`src/rtl/card_dealer.sv`:
```
// card_dealer: deals up to three cards from a free-running 1..13 counter on a
// debounced push-button, and keeps the hand's baccarat score.
module card_dealer #(
    parameter int DEBOUNCE_CYCLES = 16
) (
    input  logic       clk,
    input  logic       resetb,
    input  logic       deal_n,
    input  logic       clear,
    output logic [3:0] card0,
    output logic [3:0] card1,
    output logic [3:0] card2,
    output logic [1:0] num_cards,
    output logic       hand_full,
    output logic       deal_pulse,
    output logic [3:0] score,
    output logic       o_dbg_state,
    output logic [3:0] o_dbg_card_ctr,
    output logic [7:0] o_dbg_lockout
);

    typedef enum logic {
        ST_READY   = 1'b0,
        ST_LOCKOUT = 1'b1
    } state_t;

    localparam logic [7:0] LP_LOCK_LOAD = 8'(DEBOUNCE_CYCLES);

    state_t      r_state;
    state_t      w_next_state;
    logic [3:0]  r_card_ctr;
    logic        r_sync1;
    logic        r_sync2;
    logic        r_prev;
    logic [7:0]  r_lockout;
    logic [3:0]  r_card0;
    logic [3:0]  r_card1;
    logic [3:0]  r_card2;
    logic [1:0]  r_num;
    logic [3:0]  r_score;
    logic        r_pulse;

    logic        w_press;
    logic        w_full;
    logic        w_deal;
    logic        w_lock_dec;
    logic [3:0]  w_pip;
    logic [4:0]  w_sum;
    logic [3:0]  w_score_next;

    // Free-running card source; the press timing is what makes the deal random.
    always_ff @(posedge clk or negedge resetb) begin
        if (!resetb) begin
            r_card_ctr <= 4'd1;
        end else if (r_card_ctr >= 4'd13) begin
            r_card_ctr <= 4'd1;
        end else begin
            r_card_ctr <= r_card_ctr + 4'd1;
        end
    end

    always_ff @(posedge clk or negedge resetb) begin
        if (!resetb) begin
            r_sync1 <= 1'b1;
            r_sync2 <= 1'b1;
            r_prev  <= 1'b1;
        end else begin
            r_sync1 <= deal_n;
            r_sync2 <= r_sync1;
            r_prev  <= r_sync2;
        end
    end

    assign w_press = r_prev & ~r_sync2;
    assign w_full  = (r_num == 2'd3);

    always_ff @(posedge clk or negedge resetb) begin
        if (!resetb) begin
            r_state <= ST_READY;
        end else begin
            r_state <= w_next_state;
        end
    end

    always_comb begin
        w_next_state = r_state;
        case (r_state)
            ST_READY:   if (w_deal) w_next_state = ST_LOCKOUT;
            ST_LOCKOUT: if (r_lockout <= 8'd1) w_next_state = ST_READY;
            default:    w_next_state = ST_READY;
        endcase
    end

    // A discarded press (full hand or clear) leaves the FSM in READY with no lockout.
    always_comb begin
        w_deal     = 1'b0;
        w_lock_dec = 1'b0;
        case (r_state)
            ST_READY:   w_deal     = w_press & ~w_full & ~clear;
            ST_LOCKOUT: w_lock_dec = (r_lockout != 8'd0);
            default:    w_deal     = 1'b0;
        endcase
    end

    always_ff @(posedge clk or negedge resetb) begin
        if (!resetb) begin
            r_lockout <= 8'd0;
        end else if (w_deal) begin
            r_lockout <= LP_LOCK_LOAD;
        end else if (w_lock_dec) begin
            r_lockout <= r_lockout - 8'd1;
        end
    end

    // Running sum mod 10 equals the full-hand sum mod 10, so one adder suffices.
    assign w_pip        = (r_card_ctr <= 4'd9) ? r_card_ctr : 4'd0;
    assign w_sum        = {1'b0, r_score} + {1'b0, w_pip};
    assign w_score_next = (w_sum >= 5'd10) ? 4'(w_sum - 5'd10) : w_sum[3:0];

    always_ff @(posedge clk or negedge resetb) begin
        if (!resetb) begin
            r_card0 <= 4'd0;
            r_card1 <= 4'd0;
            r_card2 <= 4'd0;
            r_num   <= 2'd0;
            r_score <= 4'd0;
            r_pulse <= 1'b0;
        end else if (clear) begin
            r_card0 <= 4'd0;
            r_card1 <= 4'd0;
            r_card2 <= 4'd0;
            r_num   <= 2'd0;
            r_score <= 4'd0;
            r_pulse <= 1'b0;
        end else begin
            r_pulse <= w_deal;
            if (w_deal) begin
                case (r_num)
                    2'd0:    r_card0 <= r_card_ctr;
                    2'd1:    r_card1 <= r_card_ctr;
                    2'd2:    r_card2 <= r_card_ctr;
                    default: r_card2 <= r_card2;
                endcase
                r_num   <= r_num + 2'd1;
                r_score <= w_score_next;
            end
        end
    end

    // deal_pulse is the valid strobe for the card/score outputs; there is no ready.
    assign card0          = r_card0;
    assign card1          = r_card1;
    assign card2          = r_card2;
    assign num_cards      = r_num;
    assign hand_full      = w_full;
    assign deal_pulse     = r_pulse;
    assign score          = r_score;
    assign o_dbg_state    = r_state;
    assign o_dbg_card_ctr = r_card_ctr;
    assign o_dbg_lockout  = r_lockout;

endmodule

```
`config.mk`:
```
export PLATFORM = sky130hd
export DESIGN_NAME = card_dealer
export DESIGN_NICKNAME = d
export VERILOG_FILES = /design/src/rtl/card_dealer.sv
export SDC_FILE = /design/constraint.sdc
export NUM_CORES = 1
export LEC_CHECK = 0
export CAP_MARGIN = 20
export CELL_PAD_IN_SITES_DETAIL_PLACEMENT = 0
export CELL_PAD_IN_SITES_GLOBAL_PLACEMENT = 2
export CORE_MARGIN = 4
export CORE_UTILIZATION = 34
export CTS_CLUSTER_DIAMETER = 150
export CTS_CLUSTER_SIZE = 30
export DETAILED_ROUTE_END_ITERATION = 12
export GPL_TIMING_DRIVEN = 0
export PLACE_DENSITY_LB_ADDON = 0.1
export SYNTH_ARGS = -nofsm -noshare
export SYNTH_HDL_FRONTEND = slang
export SYNTH_SLANG_ARGS = --single-unit
```
`constraint.sdc`:
```
create_clock -name clk -period 9.7 [get_ports clk]
set_input_delay 1.94 -clock clk [delete_from_list [all_inputs] [get_ports clk]]
set_output_delay 1.94 -clock clk [all_outputs]
set_load 0.01 [all_outputs]
```
* Yosys cells after proc, flatten, opt, wreduce, memory -nomap -nowiden
Cells that the tools add are included.
** Word-level totals
- Bits in latches :: 0
- Bits in read-only memories :: 0
- RAM bits :: 0
- Bits in registers :: 35
- Memories kept :: 0
** Operators by class
- Divide/modulo/power cells :: 0
- Bitwise operators :: 7
- $mul :: 0
- Reduce and logical (&&, ||, !) cells :: 10
- Magnitude comparators :: 4
- Add/subtract/negate cells :: 5
- Eq/ne operators :: 3
- Mux-type cells :: 24
- Shift operators :: 0
** Operator list (number)
- 4-bit 2-to-1 mux :: 14
- 8-bit 2-to-1 mux :: 2
- 2-bit nonzero test :: 5
- 8-bit by 1-bit <= comparator with 1-bit output, second input constant :: 1
- 8-bit nonzero test :: 1
- 8-bit by 1-bit subtractor with 8-bit output, second input constant :: 1
- 2-bit AND reduction :: 3
- 4-bit by 4-bit adder with 5-bit output :: 1
- 5-bit by 4-bit >= comparator with 1-bit output, second input constant :: 1
- 1-bit 2-to-1 mux :: 5
- 4-bit by 1-bit adder with 4-bit output, second input constant :: 1
- 2-bit == test, second input constant :: 2
- 4-bit >= comparator, second input constant :: 1
- 4-bit <= comparator, second input constant :: 1
- 2-bit 2-to-1 mux :: 2
- 1-bit inverter :: 4
- 4-bit subtractor, second input constant :: 1
- 1-bit bitwise AND :: 3
- 2-bit by 1-bit adder with 2-bit output, second input constant :: 1
- 2-bit by 1-bit == test with 1-bit output, second input constant :: 1
- 2-bit zero test :: 1
- 1-bit one-hot mux with 2 select lines :: 1

* Logic depth before layout (Yosys ltp)
Gate-level depths: netlist of the first run.
- Depth in word-level cells :: 7
- Gate-level depth with buffers :: 13
- Gate-level depth less buffers :: 13

* Worst setup path after synthesis of the first run
Ideal clock, no wire load.
- Path type :: in2reg
- From :: input port clear
- To :: register r_card0[0], in the netlist card0[0]
- Data required time :: 9.564 ns
- Arrival time :: 3.238 ns
- Path buffers :: 3
- Cell stages on the path :: 8
- Path slack :: 6.326 ns
- Cell sequence :: clkbuf_1 or4_1 clkbuf_1 inv_2 buf_2 nand2_1 nand2_1 a21oi_1
** Between the ends
- Cells in the longest elaborated chain, start to end :: 5
- Elaborated cells between the ends (all ways) :: 7
** Ends and longest elaborated chain
- from (decl) :: line 9 : input logic clear,
- 1-bit inverter :: line 99 : ST_READY: w_deal = w_press & ~w_full & ~clear;
- 1-bit bitwise AND :: line 99
- 1-bit 2-to-1 mux :: line 98 : case (r_state)
- 2-bit nonzero test (no line)
- 2-bit AND reduction (no line)
- to (signal assigned) :: line 139 : 2'd0: r_card0 <= r_card_ctr;
- to (decl) :: line 36 : logic [3:0] r_card0;
Several ways; a longest one is shown, not always the timed one.
A chain may end at the register's enable or synchronous reset.

* Worst setup path after layout of the first run
- From :: register r_card_ctr[0], in the netlist o_dbg_card_ctr[0]
- To :: register r_score[2], in the netlist score[2]
** Between the ends
- Cells in the longest elaborated chain, start to end :: 7
- Elaborated cells between the ends (all ways) :: 8
** Ends and longest elaborated chain
- from (decl) :: line 31 : logic [3:0] r_card_ctr;
- from (signal assigned) :: line 58 : r_card_ctr <= r_card_ctr + 4'd1;
- 4-bit <= comparator :: line 116 : assign w_pip = (r_card_ctr <= 4'd9) ? r_card_ctr : 4'd0;
- 4-bit 2-to-1 mux * :: line 116
- 4-bit by 4-bit adder with 5-bit output * :: line 117 : assign w_sum = {1'b0, r_score} + {1'b0, w_pip};
- 4-bit subtractor / 5-bit by 4-bit >= comparator with 1-bit output (equally long branches) :: line 118 : assign w_score_next = (w_sum >= 5'd10) ? 4'(w_sum - 5'd10) : w_sum[3:0];
- 4-bit 2-to-1 mux * :: line 118
- 4-bit 2-to-1 mux * :: line 137 : if (w_deal) begin
- 4-bit 2-to-1 mux * :: line 128 : end else if (clear) begin
- to (signal assigned) :: line 145 : r_score <= w_score_next;
- to (decl) :: line 40 : logic [3:0] r_score;
Every way passes the cells marked *; elsewhere a longest branch is shown, timed or not. The select of a mux whose other input is x is not followed.

==> results of run 1 <==
-- layout make-up --
class / count / area [sq um]
fillers: 505 / 2790
flip-flops and latches: 35 / 881
multi-input cells: 129 / 871
repair buffers: 35 / 345
well taps: 70 / 87.6
clock buffers: 7 / 76.3
inverters: 15 / 56.3
plain buffers: 8 / 35.0
clock inverters: 1 / 30.0
-- synthesized netlist by cell type --
cell      count
buf_2         1
o21bai_1      1
clkbuf_1      6
xor2_1        2
a31oi_1       1
and2_1        1
o41ai_1       1
xnor2_1       1
or3_2         1
buf_4         1
or4_4         1
or3_1         2
a211o_1       1
nor2b_1       1
fa_1          1
o31ai_1       2
nand2b_1      3
nor3_1        1
nand4_1       1
nand3b_1      4
o221ai_1      1
o21ai_0      11
nand2_1      22
inv_1        14
inv_2         1
a21o_1        1
mux2_2        2
a22o_1        1
nand3_1      18
mux2i_1       3
ha_1         15
or2_2         1
or4_1         4
dfrtp_1      31
a21oi_1      18
a21oi_2       1
dfstp_2       4
nor2_1        5
o41ai_4       1
-- cell families after synthesis --
group	Yosys count	synth area share [%]
and+or+nand+nor	65	18.0
AOI/OAI and AO/OA	40	13.7
muxes	5	2.85
xor gates and xnor gates	3	1.43
adders and majority gates	16	11.3
buffers and inverters	23	4.96
DFF	35	47.8
-- stage by stage --
stage / hold slack, ns / instance area (sq um)
after floorplan: 0.345 / 1840
after global placement: 0.348 / 2280
after detailed placement: 0.354 / 2280
after CTS: 0.364 / 2380
after global routing: 0.368 / 2380
final: 0.360 / 2380
-- registers in the layout, summed over array words and instances, names as in the netlist, 2 cells and up --
register,cells
card0,4
card1,4
card2,4
num_cards,2
o_dbg_card_ctr,4
o_dbg_lockout,8
score,4
-- power groups by stage --
stage	clock (mW)	combinational, mW	sequential, mW
3_3_place_gp	0	0.135	0.199
5_1_grt	0.137	0.154	0.203
4_1_cts	0.131	0.139	0.199
6_report	0.127	0.137	0.199
3_5_place_dp	0	0.138	0.202
2_1_floorplan	0	0.0671	0.205
-- routing by layer --
layer,up-vias,global-route usage (%),share of wire (%)
met1,730,19.2,47
met5,-,0,0
met3,6,3.95,4.4
met4,0,3.99,1.3
li1,731,-,-
met2,38,23.9,47
-- worst max path at each step --
stage,from,end,slack (ns)
detailed placement,clear,card0[1],6.02
global placement,resetb,card0[0],5.91
CTS,o_dbg_card_ctr[0],score[2],6.21
global route,o_dbg_card_ctr[0],score[2],5.99
finish,o_dbg_card_ctr[0],score[2],6.23
floorplan,clear,card0[0],6.33
==> results by group, run 1 <==
Worst setup path
  • Critical path's most frequent cell: ha_1
  • Slowest cell on crit path: dfstp_2
  • Critical path's top delay family: adder cells
  • R2r setup slk: ~6.2 ns
  • Worst-path maximum fanout: 8
  • Crit path capture type: flop
  • Crit Path Class: reg -> reg
  • CP required: 9.89 ns
  • Worst Path Buf+Inv: 2
  • Slowest stage delay, CP: approximately 0.63 ns
  • Data arrival, critical path: 3.66 ns
  • WP depth: 13
  • Crit path cell chain: inv_1, ha_1, o21bai_1, a21oi_1, ha_1, fa_1, xor2_1, inv_1, ha_1, o221ai_1, a31oi_1, mux2_2, o21ai_0
  • FF-to-FF path depth: 13
  • FF-to-FF End: score[2]
  • Reg2reg start: o_dbg_card_ctr[0]
  • Worst setup SP type: flop

Cells and area
  • Antenna Cells: 0
  • Post-route insts no fill: 300
  • Layout cells sized above 1: a little under a tenth
  • # nets final: roughly 250
  • Most frequent cells in the layout: 34 x clkdlybuf4s50_1, 31 x dfrtp_1, 22 x nand2_1, 18 x a21oi_1, 18 x nand3_1
  • Area Overhead vs Synth: 29.3%
  • Layout Utilization: a little under half
  • Most common cell after layout, fill and taps aside: clkdlybuf4s50_1

Clock network
  • # resized after CTS: 0
  • Post-CTS Setup Bufs: 0
  • H-tree depth: 2
  • Clock Path Buffers: 2
  • TritonCTS Buffers: 5
  • Hold_buf cts: 0
  • Reg clk slew, reported paths: approximately 0.060 ns
  • CTS sink count: 35
  • Worst-Skew Late Latency: around 0.28 ns
  • Root buffer cell: clkbuf_8
  • CTS tree: built

Floorplanning
  • Num ports: 37
  • Core ar.: roughly 5200 sq um
  • Row cnt: 26
  • Die height: ~82 um
  • Die Wd: about 80 um
  • Die ar.: ~6700 sq um
  • Initial Util: a little over a third

Power and ir drop
  • Power share of the clock group: 27.4%
  • Flop pwr share: 43.0%
  • Sw Share: 31.9%
  • VDD IR-drop max: approximately 0.00012 V
  • Final Total Pwr: roughly 460 uW
  • Leakage: 1.04 nW
  • Combinational Power Share: 29.6%
  • Cell Pwr Density: between 150 and 200 nW/um^2
  • Internal power: between 300 and 400 uW
  • Net switching power: 148 uW

Placed design
  • Routability congestion estimate: approximately 0.78
  • Placed Instances: 292
  • Number of port buffers: 35
  • DPL Wire Length: 3210 um
  • Setup Slack @ Placement: between 6 and 7 ns

Hold path
  • Hold depth: 0
  • End point of the worst hold path: r_sync2
  • Hold Startpoint: r_sync1
  • Hold Path Class: reg -> reg

Timing
  • Fin Setup TNS: 0 ns
  • Max Clk Rate: 0.288 GHz
  • Slew HR: ~47%
  • Skew final: around 0.0093 ns
  • Tcrit/Tclk final: between 30% and 40%
  • Count of final hold-check violations: 0
  • Setup WS post-layout: between 6 and 7 ns
  • Worst Tran Pin Value: about 0.8 ns
  • RSZ-0062 raised after global routing: false
  • Final Max Slew Viols: 0
  • Final Setup Violations: 0
  • Crit path time final: ~3.5 ns

Synth
  • Syn nets: 207
  • Yosys cell types: 39
  • Synthesized instance count: between 150 and 200
  • Synthesized area: ~1800 sq um
  • Area fraction of the dominant cell type after synthesis: 42.1%
  • Top post-synthesis cells by area: dfrtp_1 42%, ha_1 10%, dfstp_2 5.7%
  • Synth area leader: dfrtp_1
  • Seq cells post-synth: 35
  • Syn avg cell area: slightly below 10 sq um
  • Post-synthesis sequential area ratio: a little under half
  • Yosys warnings: 0

Drt
  • Routed len/inst: about 14 um
  • DRC: 0
  • WL final: 4290 um
  • Antenna viol nets, final: 0
  • DR iter-0 viols: 87
  • DR vias/cell: approximately 5
  • Pre-Repair DR Iteration Count: 4
  • Via count: roughly 1500

GRT
  • First-pass GRT wire length: 7420 um
  • Vias in the first global route: ~1500
  • Tot GR Track Use: between 10% and 20%
  • GR Overflow Total: 0
  • Largest net degree at the start of global routing: 36
  • Initial antenna violation count: 0

Outcome
  • Status: finished, final reports clean

Job
  • Max-Cap Viols: 0
Note: power is estimated with default switching activity, not from simulation.
==> inputs of run 2 (changes only) <==
- CORE_UTILIZATION: 34 -> 28
- clock period: 9.7 -> 2.8 ns (I/O delays scaled with it)
==> run 2 against run 1 <==
Compared with the run above: clock skew decreased by 0.0073 ns; worst hold slack lost 0.0034 ns; critical path depth is the same; routed wire length up 5.3%; power rose to 3.4 times the previous value; critical path type unchanged; clock-buffer cell count grew 1; final cell count rose by 5.0%; highest routed layer unchanged; the run now ends with setup timing left; global-route usage decreased by 2.4 points; largest power group unchanged; sequential power grew to 3.4 times the previous value.
==> results by group, run 2 (synthesized netlist as in run 1, its figures left out) <==
Floorplanning
  • Core ar.: approximately 6400 sq um
  • Initial Util: 28.9%
  • Die height: between 80 and 90 um
  • Num ports: 37
  • Die Wd: around 89 um
  • Die ar.: about 7900 sq um
  • Row cnt: 29

Clock network
  • Worst-Skew Late Latency: 0.28 ns
  • H-tree depth: 2
  • Hold_buf cts: 0
  • Clock Path Buffers: 2
  • TritonCTS Buffers: 5
  • CTS sink count: 35
  • Reg clk slew, reported paths: approximately 0.070 ns
  • CTS tree: built
  • Root buffer cell: clkbuf_8

Timing
  • Count of final hold-check violations: 0
  • Final Setup Violations: 1
  • Max Clk Rate: ~0.36 GHz
  • Tcrit/Tclk final: 100%
  • RSZ-0062 raised after global routing: true
  • Worst Tran Pin Value: between 0.8 and 0.9 ns
  • Fin Setup TNS: -0.00200 ns
  • Setup WS post-layout: -0.00200 ns
  • Slew HR: 45.2%
  • Final Max Slew Viols: 0
  • Crit path time final: ~2.8 ns
  • Skew final: 0.00206 ns

Drt
  • Routed len/inst: ~14 um
  • Antenna viol nets, final: 0
  • WL final: 4510 um
  • Pre-Repair DR Iteration Count: 4
  • Via count: roughly 1500
  • DR vias/cell: 4.73
  • DR iter-0 viols: 29
  • DRC: 0

Worst setup path
  • Slowest stage delay, CP: 0.58 ns
  • CP required: roughly 3 ns
  • R2r setup slk: -0.002 ns
  • Crit path capture type: flop
  • Reg2reg start: o_dbg_card_ctr[0]
  • Crit Path Class: reg -> reg
  • Setup crit start: o_dbg_card_ctr[0]
  • Crit path cell chain: inv_4, ha_4, o21bai_4, a21oi_2, ha_2, fa_2, xor2_2, inv_2, ha_4, o221ai_2, a31oi_2, mux2_4, o21ai_2
  • Critical path's most frequent cell: ha_4
  • Worst setup SP type: flop
  • Data arrival, critical path: between 3 and 4 ns
  • Slowest cell on crit path: dfstp_2
  • Worst-path maximum fanout: 5

GRT
  • Initial antenna violation count: 0
  • Vias in the first global route: between 1500 and 2000
  • Largest net degree at the start of global routing: 36
  • First-pass GRT wire length: about 7600 um
  • Tot GR Track Use: 12.3%
  • GR Overflow Total: 0

Placed design
  • Setup Slack @ Placement: -0.250 ns
  • DPL Wire Length: around 3300 um
  • Number of port buffers: 35
  • Routability congestion estimate: 0.753

Cells and area
  • Most common cell after layout, fill and taps aside: clkdlybuf4s50_1
  • Antenna Cells: 0
  • Most frequent cells in the layout: 34 x clkdlybuf4s50_1, 30 x dfrtp_1, 22 x nand2_1, 18 x nand3_1, 15 x a21oi_1
  • FILL cells: slightly above 600
  • Max FFs per register: 8
  • # nets final: 257
  • Layout cells sized above 1: around a fifth
  • Area Overhead vs Synth: 37.9%

Job
  • Max-Cap Viols: 0

Power and ir drop
  • VDD IR-drop max: approximately 0.00048 V
  • Leakage: roughly 1.1 nW
  • Cell Pwr Density: 622 nW/um^2

Outcome
  • Status: finished, violations left
  • Failing checks: setup timing

Hold path
  • Hold Path Class: reg -> reg
  • Hold Startpoint: r_sync1
-- run 2: cell types whose count changed in the layout (fill, tap and decap cells not counted), moves of 2 or more --
cell / change
buf_4: +9
ha_4: +2
a21oi_1: -3
inv_1: -4
o21ai_0: -2
a21oi_2: +3
ha_2: +2
ha_1: -4
clkbuf_1: -2
inv_2: +3
clkbuf_8: +2
-- run 2: layout make-up --
type,instances,area [sq um],area share [%]
inverter,15,58.8,2.31
timing repair buffer,44,413,16.2
clock buffer,8,100,3.94
buffer,7,31.3,1.23
tap,77,96.3,3.79
multi-input combinational,129,961,37.8
sequential,35,882,34.7
-- run 2: metal layers --
layer  up-vias  wire (um)  share of wire, %  global-route usage, %
met5         -          0                 0                      0
met4         0         15              0.33                   2.44
met1       710       2040                45                   15.2
li1        751          -                 -                      -
met3         2        197               4.4                   3.32
met2        27       2260                50                   21.5
-- run 2: worst max-delay path, delay by kind of cell (launching register included) --
kind	cells	cell delay [ns]
AOI/OAI and AO/OA	5	0.60
muxes	1	0.32
DFF	1	0.58
buffers and inverters	2	0.14
adders and majority gates	4	0.92
xor gates and xnor gates	1	0.17
-- run 2: repair_timing --
item                                    in CTS  in global routing
resized for setup                            4                  6
gates cloned                                 0                  0
setup buffers                                6                  3
pin swaps                                    3                  3
endpoints found under the setup margin       3                  3
-- run 2: where the power goes --
part           switching [mW]  total (mW)  internal, mW
Sequential              0.103       0.686         0.583
Combinational           0.231       0.483         0.252
Clock                   0.187       0.412         0.225
Total                   0.520        1.58          1.06
-- run 2: path summary, 6_finish.rpt --
path / end / depth (start not counted)
setup reg to reg: score[2] / 13
setup / recovery: score[2] / 13
hold / removal: r_sync2 / 0
max in group asynchronous: o_dbg_card_ctr[1] / 1
hold reg to reg: r_sync2 / 0
min in group asynchronous: card1[0] / 1
-- run 2: stage by stage --
stage	power, mW	instances	hold WS [ns]	area, sq um	util [%]
2_1_floorplan	0.951	187	0.264	1910	-
6_report	1.58	315	0.357	2540	39.8
4_1_cts	1.60	312	0.358	2500	39.2
3_3_place_gp	1.17	299	0.348	2360	36.9
5_1_grt	1.69	315	0.364	2540	39.8
3_5_place_dp	1.18	299	0.347	2350	36.9
